===== src/rtl/nvme_ctrl_state_if.sv =====
// Register-file <-> enable/shutdown sequencer bundle.
// master = register file side, slave = sequencer side.
interface nvme_ctrl_state_if;
  logic [31:0] cc;
  logic        qengine_idle;
  logic        fatal_err;
  logic [31:0] csts;
  logic        ctrl_enabled;
  logic        ctrl_reset_req;

  modport master (
    output cc,
    output qengine_idle,
    output fatal_err,
    input  csts,
    input  ctrl_enabled,
    input  ctrl_reset_req
  );

  modport slave (
    input  cc,
    input  qengine_idle,
    input  fatal_err,
    output csts,
    output ctrl_enabled,
    output ctrl_reset_req
  );
endinterface


===== src/rtl/nvme_ctrl_state.sv =====
// NVMe controller enable/shutdown sequencer.
// Tracks CC.EN / CC.SHN and produces CSTS plus queue-engine gating.
module nvme_ctrl_state #(
  parameter int EN_DELAY  = 16,
  parameter int DIS_DELAY = 8,
  parameter int SHN_DELAY = 32,
  parameter int CNT_W     = 16
) (
  input logic             clk,
  input logic             reset_n,
  nvme_ctrl_state_if.slave bus
);

  localparam logic [2:0] S_DIS  = 3'd0;
  localparam logic [2:0] S_ENA  = 3'd1;
  localparam logic [2:0] S_RDY  = 3'd2;
  localparam logic [2:0] S_SHD  = 3'd3;
  localparam logic [2:0] S_DONE = 3'd4;
  localparam logic [2:0] S_DSG  = 3'd5;

  localparam logic [CNT_W-1:0] EN_LD  = CNT_W'(EN_DELAY - 1);
  localparam logic [CNT_W-1:0] DIS_LD = CNT_W'(DIS_DELAY - 1);
  localparam logic [CNT_W-1:0] SHN_LD = CNT_W'(SHN_DELAY - 1);

  logic [2:0]       state_q, state_n;
  logic [CNT_W-1:0] cnt_q, cnt_n;
  logic             rdy_q, rdy_n;
  logic             cfs_q, cfs_n;
  logic [1:0]       shst_q, shst_n;
  logic             en_q, en_n;
  logic             req_q, req_n;

  logic       en;
  logic [1:0] shn;
  logic       cnt_zero;
  logic       unused;

  assign en       = bus.cc[0];
  assign shn      = bus.cc[15:14];
  assign cnt_zero = (cnt_q == '0);
  assign unused   = ^{bus.cc[31:16], bus.cc[13:1]};

  always_comb begin
    state_n = state_q;
    cnt_n   = cnt_q;
    unique case (state_q)
      S_DIS: begin
        if (en) begin
          state_n = S_ENA;
          cnt_n   = EN_LD;
        end
      end
      S_ENA: begin
        if (!en) begin
          state_n = S_DSG;
          cnt_n   = DIS_LD;
        end else if (cnt_zero) begin
          state_n = S_RDY;
        end else begin
          cnt_n = cnt_q - 1'b1;
        end
      end
      S_RDY: begin
        if (!en) begin
          state_n = S_DSG;
          cnt_n   = DIS_LD;
        end else if (shn != 2'b00) begin
          state_n = S_SHD;
          cnt_n   = SHN_LD;
        end
      end
      S_SHD: begin
        if (!en) begin
          state_n = S_DSG;
          cnt_n   = DIS_LD;
        end else if (cnt_zero && bus.qengine_idle) begin
          state_n = S_DONE;
        end else if (!cnt_zero) begin
          cnt_n = cnt_q - 1'b1;
        end
      end
      S_DONE: begin
        if (!en) begin
          state_n = S_DSG;
          cnt_n   = DIS_LD;
        end
      end
      S_DSG: begin
        if (cnt_zero) begin
          state_n = S_DIS;
        end else begin
          cnt_n = cnt_q - 1'b1;
        end
      end
      default: begin
        state_n = S_DIS;
        cnt_n   = '0;
      end
    endcase
  end

  // Outputs derive from the next state so they land with the transition.
  always_comb begin
    rdy_n  = rdy_q;
    cfs_n  = cfs_q;
    shst_n = shst_q;
    en_n   = (state_n == S_RDY);
    req_n  = (state_n == S_DSG) && (state_q != S_DSG);
    unique case (1'b1)
      (state_n == S_DIS): begin
        rdy_n  = 1'b0;
        shst_n = 2'b00;
      end
      (state_n == S_RDY):  rdy_n  = 1'b1;
      (state_n == S_SHD):  shst_n = 2'b01;
      (state_n == S_DONE): shst_n = 2'b10;
      default: ;
    endcase
    if (state_n == S_DIS) begin
      cfs_n = 1'b0;
    end else if (bus.fatal_err && state_q != S_DIS &&
                 state_q != S_DSG && state_n != S_DSG) begin
      cfs_n = 1'b1;
    end
  end

  always_ff @(posedge clk or negedge reset_n) begin
    if (!reset_n) begin
      state_q <= S_DIS;
      cnt_q   <= '0;
      rdy_q   <= 1'b0;
      cfs_q   <= 1'b0;
      shst_q  <= 2'b00;
      en_q    <= 1'b0;
      req_q   <= 1'b0;
    end else begin
      state_q <= state_n;
      cnt_q   <= cnt_n;
      rdy_q   <= rdy_n;
      cfs_q   <= cfs_n;
      shst_q  <= shst_n;
      en_q    <= en_n;
      req_q   <= req_n;
    end
  end

  assign bus.csts           = {28'd0, shst_q, cfs_q, rdy_q};
  assign bus.ctrl_enabled   = en_q;
  assign bus.ctrl_reset_req = req_q;

endmodule

===== src/flat_wrapper.sv =====
// flat-port wrapper written by rule: the top's interface ports become plain ports
module nvme_ctrl_state_flat 
#(
  parameter int EN_DELAY  = 16,
  parameter int DIS_DELAY = 8,
  parameter int SHN_DELAY = 32,
  parameter int CNT_W     = 16
)
  (clk, reset_n, bus_cc, bus_qengine_idle, bus_fatal_err, bus_csts, bus_ctrl_enabled, bus_ctrl_reset_req);
  nvme_ctrl_state_if bus_i ();
  input logic clk;
  input logic reset_n;
  input wire logic [$bits(bus_i.cc)-1:0] bus_cc;
  input wire logic [$bits(bus_i.qengine_idle)-1:0] bus_qengine_idle;
  input wire logic [$bits(bus_i.fatal_err)-1:0] bus_fatal_err;
  output wire logic [$bits(bus_i.csts)-1:0] bus_csts;
  output wire logic [$bits(bus_i.ctrl_enabled)-1:0] bus_ctrl_enabled;
  output wire logic [$bits(bus_i.ctrl_reset_req)-1:0] bus_ctrl_reset_req;
  assign bus_i.cc = bus_cc;
  assign bus_i.qengine_idle = bus_qengine_idle;
  assign bus_i.fatal_err = bus_fatal_err;
  assign bus_csts = bus_i.csts;
  assign bus_ctrl_enabled = bus_i.ctrl_enabled;
  assign bus_ctrl_reset_req = bus_i.ctrl_reset_req;
  nvme_ctrl_state #(.EN_DELAY(EN_DELAY), .DIS_DELAY(DIS_DELAY), .SHN_DELAY(SHN_DELAY), .CNT_W(CNT_W)) u_core (.clk(clk), .reset_n(reset_n), .bus(bus_i));
endmodule

===== config.mk =====
export PLATFORM = sky130hd
export DESIGN_NAME = nvme_ctrl_state_flat
export DESIGN_NICKNAME = d
export VERILOG_FILES = /design/src/rtl/nvme_ctrl_state_if.sv /design/src/rtl/nvme_ctrl_state.sv /design/src/flat_wrapper.sv
export SDC_FILE = /design/constraint.sdc
export NUM_CORES = 1
export LEC_CHECK = 0
export BUFFER_PORTS_ARGS = -buffer_cell sky130_fd_sc_hd__clkbuf_2
export CORE_ASPECT_RATIO = 1.2
export CORE_MARGIN = 1.5
export CORE_UTILIZATION = 52
export CTS_CLUSTER_SIZE = 16
export DETAILED_ROUTE_END_ITERATION = 8
export PLACE_DENSITY = 0.94
export SYNTH_ARGS = -nofsm -noshare
export SYNTH_HDL_FRONTEND = slang
export SYNTH_SLANG_ARGS = --single-unit

===== constraint.sdc =====
create_clock -name clk -period 7.58 [get_ports clk]
set_clock_uncertainty 0.2 [all_clocks]
set_input_delay 0.379 -clock clk [delete_from_list [all_inputs] [get_ports clk]]
set_output_delay 0.379 -clock clk [all_outputs]
set_load 0.02 [all_outputs]

==> Word-level counts from Yosys, hierarchy flattened <==
Cells that the tools add are included.
{ "op_classes": {"n_addsub": 1, "eq_ne": 15, "muxes": 23, "n_reduce_logical": 14} }
{ "ops": {"columns": ["cell", "n"], "rows": [
  ["16-bit 2-to-1 mux", 8],
  ["16-bit one-hot mux with 6 select lines", 1],
  ["3-bit 2-to-1 mux", 9],
  ["3-bit one-hot mux with 6 select lines", 1],
  ["16-bit logical NOT", 1],
  ["16-bit by 1-bit subtractor with 16-bit output (second input constant)", 1],
  ["3-bit by 2-bit equality test with 1-bit output (second input constant)", 4],
  ["3-bit equality test (second input constant)", 4],
  ["3-bit inequality test (second input constant)", 3],
  ["3-bit logical NOT", 2],
  ["2-bit one-hot mux with 3 select lines", 1],
  ["2-bit nonzero test", 3],
  ["3-bit nonzero test", 2],
  ["1-bit logical AND", 5],
  ["2-bit inequality test (second input constant)", 2],
  ["4-bit AND reduction", 1],
  ["3-bit by 1-bit equality test with 1-bit output (second input constant)", 1],
  ["3-bit by 2-bit inequality test with 1-bit output (second input constant)", 1],
  ["1-bit 2-to-1 mux", 2],
  ["1-bit one-hot mux with 2 select lines", 1]
]} }
{ "totals": {"ff_bits": 25, "inputBits": 36} }

==> Longest topological paths before layout <==
Gate-level depths: netlist (run 1).
{ "depth": {"ltp_word": 9, "mapped_depth": 10, "depth_no_buf": 8} }

==> Worst setup path before layout (run 1) <==
Ideal clock, no wire load.
{ "synth_path": {"kind": "register -> register", "start": "register u_core.cnt_q[0]", "end": "register u_core.cfs_q", "setup_time_ps": 120, "arrival_time_ps": 2506, "path_slack_ps": 4754, "path_stages_with_launch": 11, "synth_period_minus_slack_ps": 2826, "cell_sequence": "dfrtp_1 inv_1 ha_1 or4b_1 clkbuf_1 nor4_4 inv_2 o31a_1 buf_6 or3_1 o211a_1"} }
{ "synth_between": {"elab_chain_len": 8} }
{ "synth_rtl": {"columns": ["element", "line", "text"], "rows": [
  ["start: declaration", "nvme_ctrl_state.sv:26", "logic [CNT_W-1:0] cnt_q, cnt_n;"],
  ["start signal: assignment", "nvme_ctrl_state.sv:138", "cnt_q <= cnt_n;"],
  ["16-bit logical NOT *", "nvme_ctrl_state.sv:40", "assign cnt_zero = (cnt_q == '0);"],
  ["1-bit logical AND", "nvme_ctrl_state.sv:76", "end else if (cnt_zero && bus.qengine_idle) begin"],
  ["3-bit 2-to-1 mux", "nvme_ctrl_state.sv:76", null],
  ["3-bit 2-to-1 mux", "nvme_ctrl_state.sv:73", "if (!en) begin"],
  ["3-bit one-hot mux with 6 select lines *", "nvme_ctrl_state.sv:46", "unique case (state_q)"],
  ["named net u_core.state_n[0]", "nvme_ctrl_state.sv:25", "logic [2:0] state_q, state_n;"],
  ["3-bit inequality test", "nvme_ctrl_state.sv:122", "state_q != S_DSG && state_n != S_DSG) begin"],
  ["1-bit logical AND", "nvme_ctrl_state.sv:122", null],
  ["2-bit nonzero test (no source line)", null, null],
  ["end signal: assignment", "nvme_ctrl_state.sv:140", "cfs_q <= cfs_n;"],
  ["end: declaration", "nvme_ctrl_state.sv:28", "logic cfs_q, cfs_n;"]
]} }
The timed path passes the listed nets; every way through them passes the cells marked *.
A chain may end at the register's enable or synchronous reset.

==> Final worst setup path (run 1) <==
{ "layout_path": {"start": "register u_core.cnt_q[0]", "end": "register u_core.cfs_q"} }
{ "layout_between": {"elab_chain_len": 8} }
{ "layout_rtl": {"columns": ["element", "line"], "rows": [
  ["16-bit logical NOT *", "nvme_ctrl_state.sv:40"],
  ["1-bit logical AND", "nvme_ctrl_state.sv:76"],
  ["3-bit 2-to-1 mux", "nvme_ctrl_state.sv:76"],
  ["3-bit 2-to-1 mux", "nvme_ctrl_state.sv:73"],
  ["3-bit one-hot mux with 6 select lines *", "nvme_ctrl_state.sv:46"],
  ["3-bit inequality test", "nvme_ctrl_state.sv:122"],
  ["1-bit logical AND", "nvme_ctrl_state.sv:122"],
  ["2-bit nonzero test (no source line)", null]
]} }
Mark *: on every way between the ends. The rest lies on a longest branch, timed or not.

==> flow_summary.toml, run 1 <==
[outcome]
status = "complete, no violations"

[setup_path]
critical-path-max-stage-delay_ns = 0.76
r2r_cells = 8
timing.rr.end = "u_core.cfs_q"
path_cells = "inv_1 > ha_1 > or4b_1 > nor4_4 > inv_2 > o31a_1 > or3_1 > o211a_1"
worstPathMaxFanout = 15
cp_slowest_cell = "nor4_4"
worstSetupStartpointType = "flop"
r2r_slack_ns = 4.17
cp_data_arrival_time_ns = 3.44
crit_path_end_kind = "flop"
r2r_start = "u_core.cnt_q[0]"
path_class = "reg2reg"
cp.required_ns = 7.62

[yosys]
synthAdderAreaFrac_pct = 0.711
synth-edff-count = 0
synth-compound-area-share_pct = 21.1
ys_types = 49
ys_async_sr_fraction_pct = 100
synth_simple_gate_area_share_pct = 22.8
dominantRegCellSynth = "dfrtp_1"
ys_seq_area_share_pct = 35.5
yosysWarnings = 0
syn_avg_cell_area_sq_um = 8.50
postSynthCellCount = 207
muxShareOfSynthArea_pct = 0
syn_area_sq_um = 1760
synth_top_family_by_area = "simple AND/OR/NAND/NOR gates"
synth_xor_xnor_area_share_pct = 2.49
ys_ff_latch = 25

[global_route]
antenna_found_initial = 0
grt_usage_pct = 18.0
grt_pass1_vias = 1216
overflow = 0
grt_max_degree = 26
grt_first_pass_wirelength_mm = 5.45

[layout]
drive_gt1_share_pct = 10.5
fin_area_sq_um = 1730
multi_input_comb_area_sq_um = 935
antenna_cells = 0
area_delta_synth_final_pct = -1.85
nNetsFinal = 248
seq_area_sq_um = 626
fin_cells = 246
fill_cells = 279

[timing]
rsz0062_at_grt = "false"
min_period_over_period_pct = 45.0
timing.final.ws_setup_ns = 4.17
tightest_slew_ns = 1.09
drv_slew = 0
setup_viol = 0
fmax_mhz = 293
finalSetupTns_ns = 0
fin_crit_ns = 3.41
maxSlewHeadroom_pct = 27.0
finalHoldViolCount = 0

[cts]
postCtsHoldBufs = 1
ctsRootBufferMaster = "clkbuf_4"
post-cts-setup-buffers = 0
clock_latency_ns = 0.33
numCtsBuffers = 3
clkSinkCount = 25
h-tree-depth = 1
clk_path_buf_depth = 2
cts_tree = "built"
cts.repair.resized = 0
clkTransAtPathRegs_ns = 0.15

[worst_hold_path]
min_to = "u_core.cnt_q[4]"
holdCritStartpoint = "bus_cc[14]"
hold_depth = 3
hold_class = "in2reg"

[routing]
first_iter_violations = 58
vias = 1424
drt-total-wl_mm = 3.23
ant_nets = 0
wl_per_cell_um = 13.1
viasPerCell = 5.79
drc_errors = 0
detailedRoute.firstPassIterationCount = 4

[pwr]
powerDensity_nw_per_um2 = 386
power_leakage_nw = 0.804
peakVddDrop_mv = 0.258

[placed_design]
dp.cells = 241
post-dp-hpwl_mm = 2.29
place_congestion = 0.816
place_area_sq_um = 1690
pre_cts_ws_ns = 4.22
portBuffers = 12

[floorplan]
initial_core_util_pct = 56.1
dieArea_sq_um = 3750
ios = 70
core_area_sq_um = 3140
dieWidth_um = 56.1
die_h_um = 66.7
rows = 22

[job]
maxCapViolCount = 0
-- stage by stage --
| stage | power (mW) | hold slack (ns) | utilization (%) |
|---|---|---|---|
| floorplan | 0.551 | -0.117 | - |
| global placement | 0.583 | 0.222 | 53.8 |
| detailed placement | 0.601 | 0.221 | 53.8 |
| CTS | 0.664 | 0.166 | 55.1 |
| global route | 0.728 | 0.159 | 55.1 |
| finish | 0.666 | 0.168 | 55.1 |
-- worst max-delay path by stage --
stage / depth (start not counted) / start / slack (ns) / to
2_1_floorplan: 10 / u_core.cnt_q[0] / 4.75 / u_core.cfs_q
3_3_place_gp: 8 / u_core.cnt_q[0] / 4.29 / u_core.cfs_q
3_5_place_dp: 8 / u_core.cnt_q[0] / 4.22 / u_core.cfs_q
4_1_cts: 8 / u_core.cnt_q[0] / 4.19 / u_core.cfs_q
5_1_grt: 8 / u_core.cnt_q[1] / 4.01 / u_core.cfs_q
6_report: 8 / u_core.cnt_q[0] / 4.17 / u_core.cfs_q
-- power breakdown --
group	leakage, nW	switching [mW]	internal, mW
registers	0.325	0.0567	0.179
logic	0.465	0.228	0.140
clock network	0.0139	0.0423	0.0202
-- cell type report --
cell class | instances | share of cell area, %
multi-input cells | 162 | 54.1
flip-flops and latches | 25 | 36.2
repair buffers | 13 | 4.06
well taps | 36 | 2.61
clock buffers | 3 | 1.30
inverters | 6 | 1.30
clock inverters | 1 | 0.434
-- cells in the mapped netlist (2+ instances only) --
cell type  count  area, sq um
o41ai_1        2         17.5
o21ai_0       24          120
nor2b_1        4         25.0
nor2_1        17         63.8
a22o_1         2         17.5
nand3b_1       2         15.0
or4_1          5         37.5
nor3_1         3         15.0
buf_4         30          225
nand2_1       12         45.0
dfrtp_1       25          626
xor2_1         4         35.0
nand3_1        2         10.0
clkbuf_1       6         22.5
inv_1          5         18.8
and2_1         2         12.5
nor4b_1        2         17.5
buf_2          4         20.0
or3_1          5         31.3
nor4_1         4         25.0
o31a_1         2         17.5
a211o_1        2         17.5
a21o_1         2         15.0
a31oi_1        4         25.0
nand2b_1       4         25.0
a21oi_1        9         45.0
a31o_2         2         17.5
-- layer usage --
layer,GRT usage (%),part of all wire [%]
met1,23.5,43
met2,32.4,53
met3,1.75,3.6
met4,4.17,0.87
met5,0,0
-- sequential cells by signal, summed over array words and instances, names as in the netlist --
name,cells
u_core.cnt_q,16
u_core.state_q,3
u_core.shst_q,2
u_core.bus.ctrl_enabled,1
u_core.bus.ctrl_reset_req,1
u_core.cfs_q,1
u_core.rdy_q,1
-- layout by cell type, fill, tap and decap left out, types with 2 or more instances in the layout --
master,n
nor3_1,3
a22o_1,2
a31oi_1,4
nor2b_1,4
nand2_1,12
and2_1,2
or4_1,5
o21ai_0,24
nor4b_1,2
a21oi_1,9
nor2_1,17
clkbuf_2,12
nand3b_1,2
nand3_1,2
a211o_1,2
o31a_1,2
a21o_1,2
nor4_1,4
or3_1,5
xor2_1,4
o41ai_1,2
nand2b_1,4
dfrtp_1,25
a31o_2,2
conb_1,28
inv_1,5
clkbuf_4,3
-- logic make-up after synthesis --
family,after synthesis
other,1
buffers and inverters,47
xor gates and xnor gates,5
DFF,25
AOI/OAI and AO/OA,59
adders and majority gates,1
and+or+nand+nor,69
-- worst max-delay path, delay by kind of cell (launching register included) --
kind	cells	cell delay, ns
fa+ha+maj	1	0.21
buf+inv	2	0.20
flops	1	0.43
compound gates	2	0.50
simple gates	3	1.78
Note: power is estimated with default switching activity, not from simulation.
==> run 2, diff against run 1 <==
CORE_UTILIZATION = 44   (was 52)
PLACE_DENSITY = 0.85   (was 0.94)
clock period = 2.75 ns   (was 7.58 ns; I/O delays follow)
==> flow_summary.toml, run 2 (same netlist as run 1, synthesis figures left out) <==
[outcome]
status = "complete, no violations"

[layout]
reg_top3 = "u_core.cnt_q: 16 flops, u_core.state_q: 3 flops, u_core.shst_q: 2 flops"
antenna_cells = 0
largest_reg_flops = 16
seq_area_sq_um = 626
fin_cells = 291
layout.cells.most_common = "conb_1"
area_delta_synth_final_pct = 14.3
drive_gt1_share_pct = 22.8
regMostFlops = "u_core.cnt_q"
final_cell_mix = "conb_1 (28), dfrtp_1 (25), o21ai_0 (24)"
fill_cells = 372
multi_input_comb_area_sq_um = 962
nNetsFinal = 275

[floorplan]
die_h_um = 72.3
ios = 70
rows = 25
initial_core_util_pct = 45.4
core_area_sq_um = 3880
dieWidth_um = 60.7
dieArea_sq_um = 4390

[routing]
first_iter_violations = 66
wl_per_cell_um = 12.8
viasPerCell = 5.26
ant_nets = 0
vias = 1530
drt-total-wl_mm = 3.72
detailedRoute.firstPassIterationCount = 4
drc_errors = 0

[setup_path]
cp_data_arrival_time_ns = 2.72
r2r_cells = 9
r2r_slack_ns = 0.003
cp.required_ns = 2.72
crit_path_end_kind = "flop"
worstSetupStartpointType = "flop"
r2r_start = "u_core.cnt_q[1]"
timing.rr.end = "u_core.cfs_q"
worstPathMaxFanout = 5
crit_start = "u_core.cnt_q[1]"
path_class = "reg2reg"

[timing]
finalHoldViolCount = 0
rsz0062_at_grt = "true"
drv_slew = 0
maxSlewHeadroom_pct = 58.6
timing.final.ws_setup_ns = 0.00341
setup_viol = 0
finalSetupTns_ns = 0
min_period_over_period_pct = 99.9
tightest_slew_ns = 0.615
fin_crit_ns = 2.75
fmax_mhz = 364

[pwr]
pwr-share-seq_pct = 28.2
peakVddDrop_mv = 0.680
pwr-share-clk_pct = 10.6
power_leakage_nw = 0.948
powerDensity_nw_per_um2 = 1100
p_int_mw = 1.21
p_switching_mw = 0.989
netSwitchingFraction_pct = 44.9
power_frac_comb_pct = 61.2

[cts]
cts_tree = "built"
clock_latency_ns = 0.28
clkTransAtPathRegs_ns = 0.09
numCtsBuffers = 3
clkSinkCount = 25
ctsRootBufferMaster = "clkbuf_8"
clk_path_buf_depth = 2
h-tree-depth = 1

[worst_hold_path]
hold_class = "in2reg"
holdCritStartpoint = "bus_fatal_err"
min_to = "u_core.cfs_q"
hold_depth = 3

[placed_design]
pre_cts_ws_ns = 0.0489
place_congestion = 0.853
post-dp-hpwl_mm = 2.68
dp.cells = 279
portBuffers = 12

[global_route]
overflow = 0
grt_first_pass_wirelength_mm = 6.17
antenna_found_initial = 0
grt_usage_pct = 17.9
grt_max_degree = 26
grt_pass1_vias = 1400

[job]
maxCapViolCount = 0
run 2: worst max-delay path: stages, from the launching register on:
cell and delay, ns:
dfrtp_1 0.40, inv_1 0.07, ha_2 0.17, or4b_4 0.50, nor4_4 0.29, buf_4 0.21
inv_2 0.04, o31a_1 0.27, or3_4 0.38, o211a_1 0.12
run 2: final cells by class:
cell class	instances	area share, %
timing repair buffer	40	14.2
clock inverter	1	0.373
multi-input combinational	162	47.8
tap	54	3.36
sequential	25	31.1
clock buffer	3	2.05
inverter	6	1.12
run 2: power groups by stage:
stage | logic, mW | registers, mW | clock network, mW
after floorplan | 0.914 | 0.602 | 0
after global placement | 1.19 | 0.609 | 0
after detailed placement | 1.24 | 0.621 | 0
after CTS | 1.25 | 0.614 | 0.232
after global routing | 1.50 | 0.638 | 0.243
final | 1.35 | 0.622 | 0.233
run 2: worst max-delay path by stage:
stage	to	slack [ns]	depth (start not counted)
floorplan	u_core.cfs_q	0.06	10
global placement	u_core.cnt_q[13]	0.11	7
detailed placement	u_core.cnt_q[4]	0.05	9
CTS	u_core.cnt_q[4]	0.03	9
global route	u_core.shst_q[1]	-0.12	9
finish	u_core.cfs_q	0.003	9
run 2: per-stage QoR:
stage | instance area, sq um | total power [mW] | hold WS [ns] | util (%)
6_report | 2010 | 2.20 | 0.00956 | 51.9
5_1_grt | 2010 | 2.38 | 0.0291 | 51.9
4_1_cts | 1940 | 2.09 | 0.0145 | 50.0
3_5_place_dp | 1860 | 1.86 | -0.0147 | 48.0
3_3_place_gp | 1860 | 1.80 | -0.0194 | 48.0
2_1_floorplan | 1860 | 1.52 | -0.358 | -
run 2: layer usage:
layer | up-vias | global-route usage [%] | part of all wire, %
met1 | 727 | 22.4 | 40
met3 | 11 | 1.96 | 3.4
met4 | 0 | 4.83 | 1.7
met2 | 49 | 32.0 | 55
met5 | - | 0 | 0
li1 | 743 | - | -
run 2: timing repair:
item / in CTS / in global routing
resized for setup: 0 / 10
hold buffers: 3 / 0
setup buffers: 0 / 5
hold endpoints to repair: 26 / 0
endpoints found under the setup margin: 0 / 17
==> run 3, diff against run 2 <==
CORE_MARGIN = unset   (was 1.5)
CORE_UTILIZATION = 45   (was 44)
CTS_BUF_LIST = sky130_fd_sc_hd__clkbuf_8   (was unset)
PLACE_DENSITY = 0.87   (was 0.85)
==> flow_summary.toml, run 3 (same netlist as run 1, synthesis figures left out) <==
[timing]
fin_crit_ns = 2.63
min_period_over_period_pct = 95.7
finalHoldViolCount = 0
tightest_slew_ns = 0.632
drv_slew = 0
fmax_mhz = 380
maxSlewHeadroom_pct = 57.4
setup_viol = 0
rsz0062_at_grt = "false"
finalSetupTns_ns = 0

[setup_path]
worstSetupStartpointType = "flop"
crit_path_end = "u_core.cfs_q"
path_cells = "inv_1 > ha_1 > or4b_4 > nor4_4 > buf_4 > inv_2 > o31a_1 > or3_1 > o211a_1"
r2r_cells = 9
cp_slowest_cell = "or4b_4"
path_class = "reg2reg"
crit_start = "u_core.cnt_q[0]"
r2r_slack_ns = 0.12
cp_data_arrival_time_ns = 2.60
critical-path-max-stage-delay_ns = 0.53
cp.required_ns = 2.72
crit_path_end_kind = "flop"
worstPathMaxFanout = 10
r2r_start = "u_core.cnt_q[0]"
timing.rr.end = "u_core.cfs_q"

[routing]
dr.max_layer_used = "met4"
dr_wl_met3_um = 147
wl_per_cell_um = 12.6
vias = 1488
drt-total-wl_mm = 3.55
first_iter_violations = 41
viasPerCell = 5.30
detailedRoute.firstPassIterationCount = 4
drt-met1-wl_mm = 1.44
wl_met2_mm = 1.92
drc_errors = 0
ant_nets = 0

[floorplan]
rows = 24
ios = 70
dieArea_sq_um = 4170
initial_core_util_pct = 47.7
dieWidth_um = 59.1
core_area_sq_um = 3690
die_h_um = 70.5

[cts]
cts_tree = "built"
h-tree-depth = 1
post-cts-setup-buffers = 0
ctsRootBufferMaster = "clkbuf_8"
clk_path_buf_depth = 2
clkSinkCount = 25
numCtsBuffers = 3
clock_latency_ns = 0.27
clkTransAtPathRegs_ns = 0.09

[worst_hold_path]
hold_class = "in2reg"
holdCritStartpoint = "bus_fatal_err"

[pwr]
pwr-share-clk_pct = 10.8
p_switching_mw = 0.961
peakVddDrop_mv = 0.551
netSwitchingFraction_pct = 46.3
power_frac_comb_pct = 60.0
power_leakage_nw = 0.910
pwr-share-seq_pct = 29.3
p_int_mw = 1.11
powerDensity_nw_per_um2 = 1070

[global_route]
grt_first_pass_wirelength_mm = 6.18
overflow = 0
antenna_found_initial = 0
grt_pass1_vias = 1365
grt_max_degree = 26
grt_usage_pct = 19.0

[layout]
largest_reg_flops = 16
regMostFlops = "u_core.cnt_q"
reg_top3 = "u_core.cnt_q: 16 flops, u_core.state_q: 3 flops, u_core.shst_q: 2 flops"
fin_cells = 281
post-route-util_pct = 52.3
final_cell_mix = "conb_1 (28), dfrtp_1 (25), o21ai_0 (24)"
fin_area_sq_um = 1930
drive_gt1_share_pct = 18.8
fill_cells = 336
area_delta_synth_final_pct = 9.67
antenna_cells = 0
nNetsFinal = 267
layout.cells.most_common = "conb_1"

[placed_design]
dp.cells = 274
place_congestion = 0.838
portBuffers = 12
place_area_sq_um = 1840
post-dp-hpwl_mm = 2.50

[job]
maxCapViolCount = 0

[outcome]
status = "complete, no violations"
==> run 3: cell types whose count changed in the layout (fill, tap and decap cells not counted), sizes merged <==
cell | previous run | this run
buf | 25 | 17
==> run 3: per-layer routing <==
metal	vias up	global-route usage (%)
li1	723	-
met1	714	24.1
met2	47	33.3
met3	4	2.59
met4	0	5.29
met5	-	0
==> run 3: power groups by stage <==
stage | clock, mW | sequential [mW] | combinational (mW)
floorplan | 0 | 0.602 | 0.914
global placement | 0 | 0.602 | 1.16
detailed placement | 0 | 0.607 | 1.19
CTS | 0.226 | 0.601 | 1.21
global route | 0.244 | 0.632 | 1.39
finish | 0.223 | 0.607 | 1.24
==> run 3: worst min-delay path by stage <==
stage | to | slack (ns) | depth (start not counted)
floorplan | u_core.bus.ctrl_enabled | -0.36 | 0
CTS | u_core.cfs_q | 0.001 | 3
global route | u_core.cfs_q | 0.002 | 3
finish | u_core.cfs_q | 0.003 | 3
global placement | u_core.cfs_q | -0.02 | 1
detailed placement | u_core.shst_q[1] | -0.02 | 1
==> run 3: what timing repair did <==
action                                  4_1_cts  5_1_grt
endpoints found under the hold margin        26        0
endpoints found under the setup margin        0       20
hold buffers                                  3        0
gates resized for setup                       0        5
==> run 3: cell type report <==
type / instances / area [sq um] / share of cell area, %
clock inverters: 1 / 7.51 / 0.389
flip-flops and latches: 25 / 626 / 32.4
well taps: 52 / 65.1 / 3.37
inverters: 6 / 22.5 / 1.17
repair buffers: 32 / 218 / 11.3
multi-input cells: 162 / 951 / 49.3
clock buffers: 3 / 41.3 / 2.14
==> run 3: critical path, delay by kind of cell (launching register included) <==
kind | cells | cell delay [ns]
AND/OR/NAND/NOR | 3 | 1.05
AO/OA/AOI/OAI | 2 | 0.39
flip-flops | 1 | 0.38
buffers and inverters | 3 | 0.33
adder cells (fa/ha/maj) | 1 | 0.16
==> run 3: stage by stage <==
step           power [mW]  setup WS, ns  hold slack (ns)
3_5_place_dp         1.80        0.0270          -0.0207
3_3_place_gp         1.76        0.0766          -0.0217
4_1_cts              2.04        0.0172          0.00138
5_1_grt              2.27        0.0178          0.00195
6_report             2.07         0.118          0.00342
2_1_floorplan        1.52        0.0638           -0.358
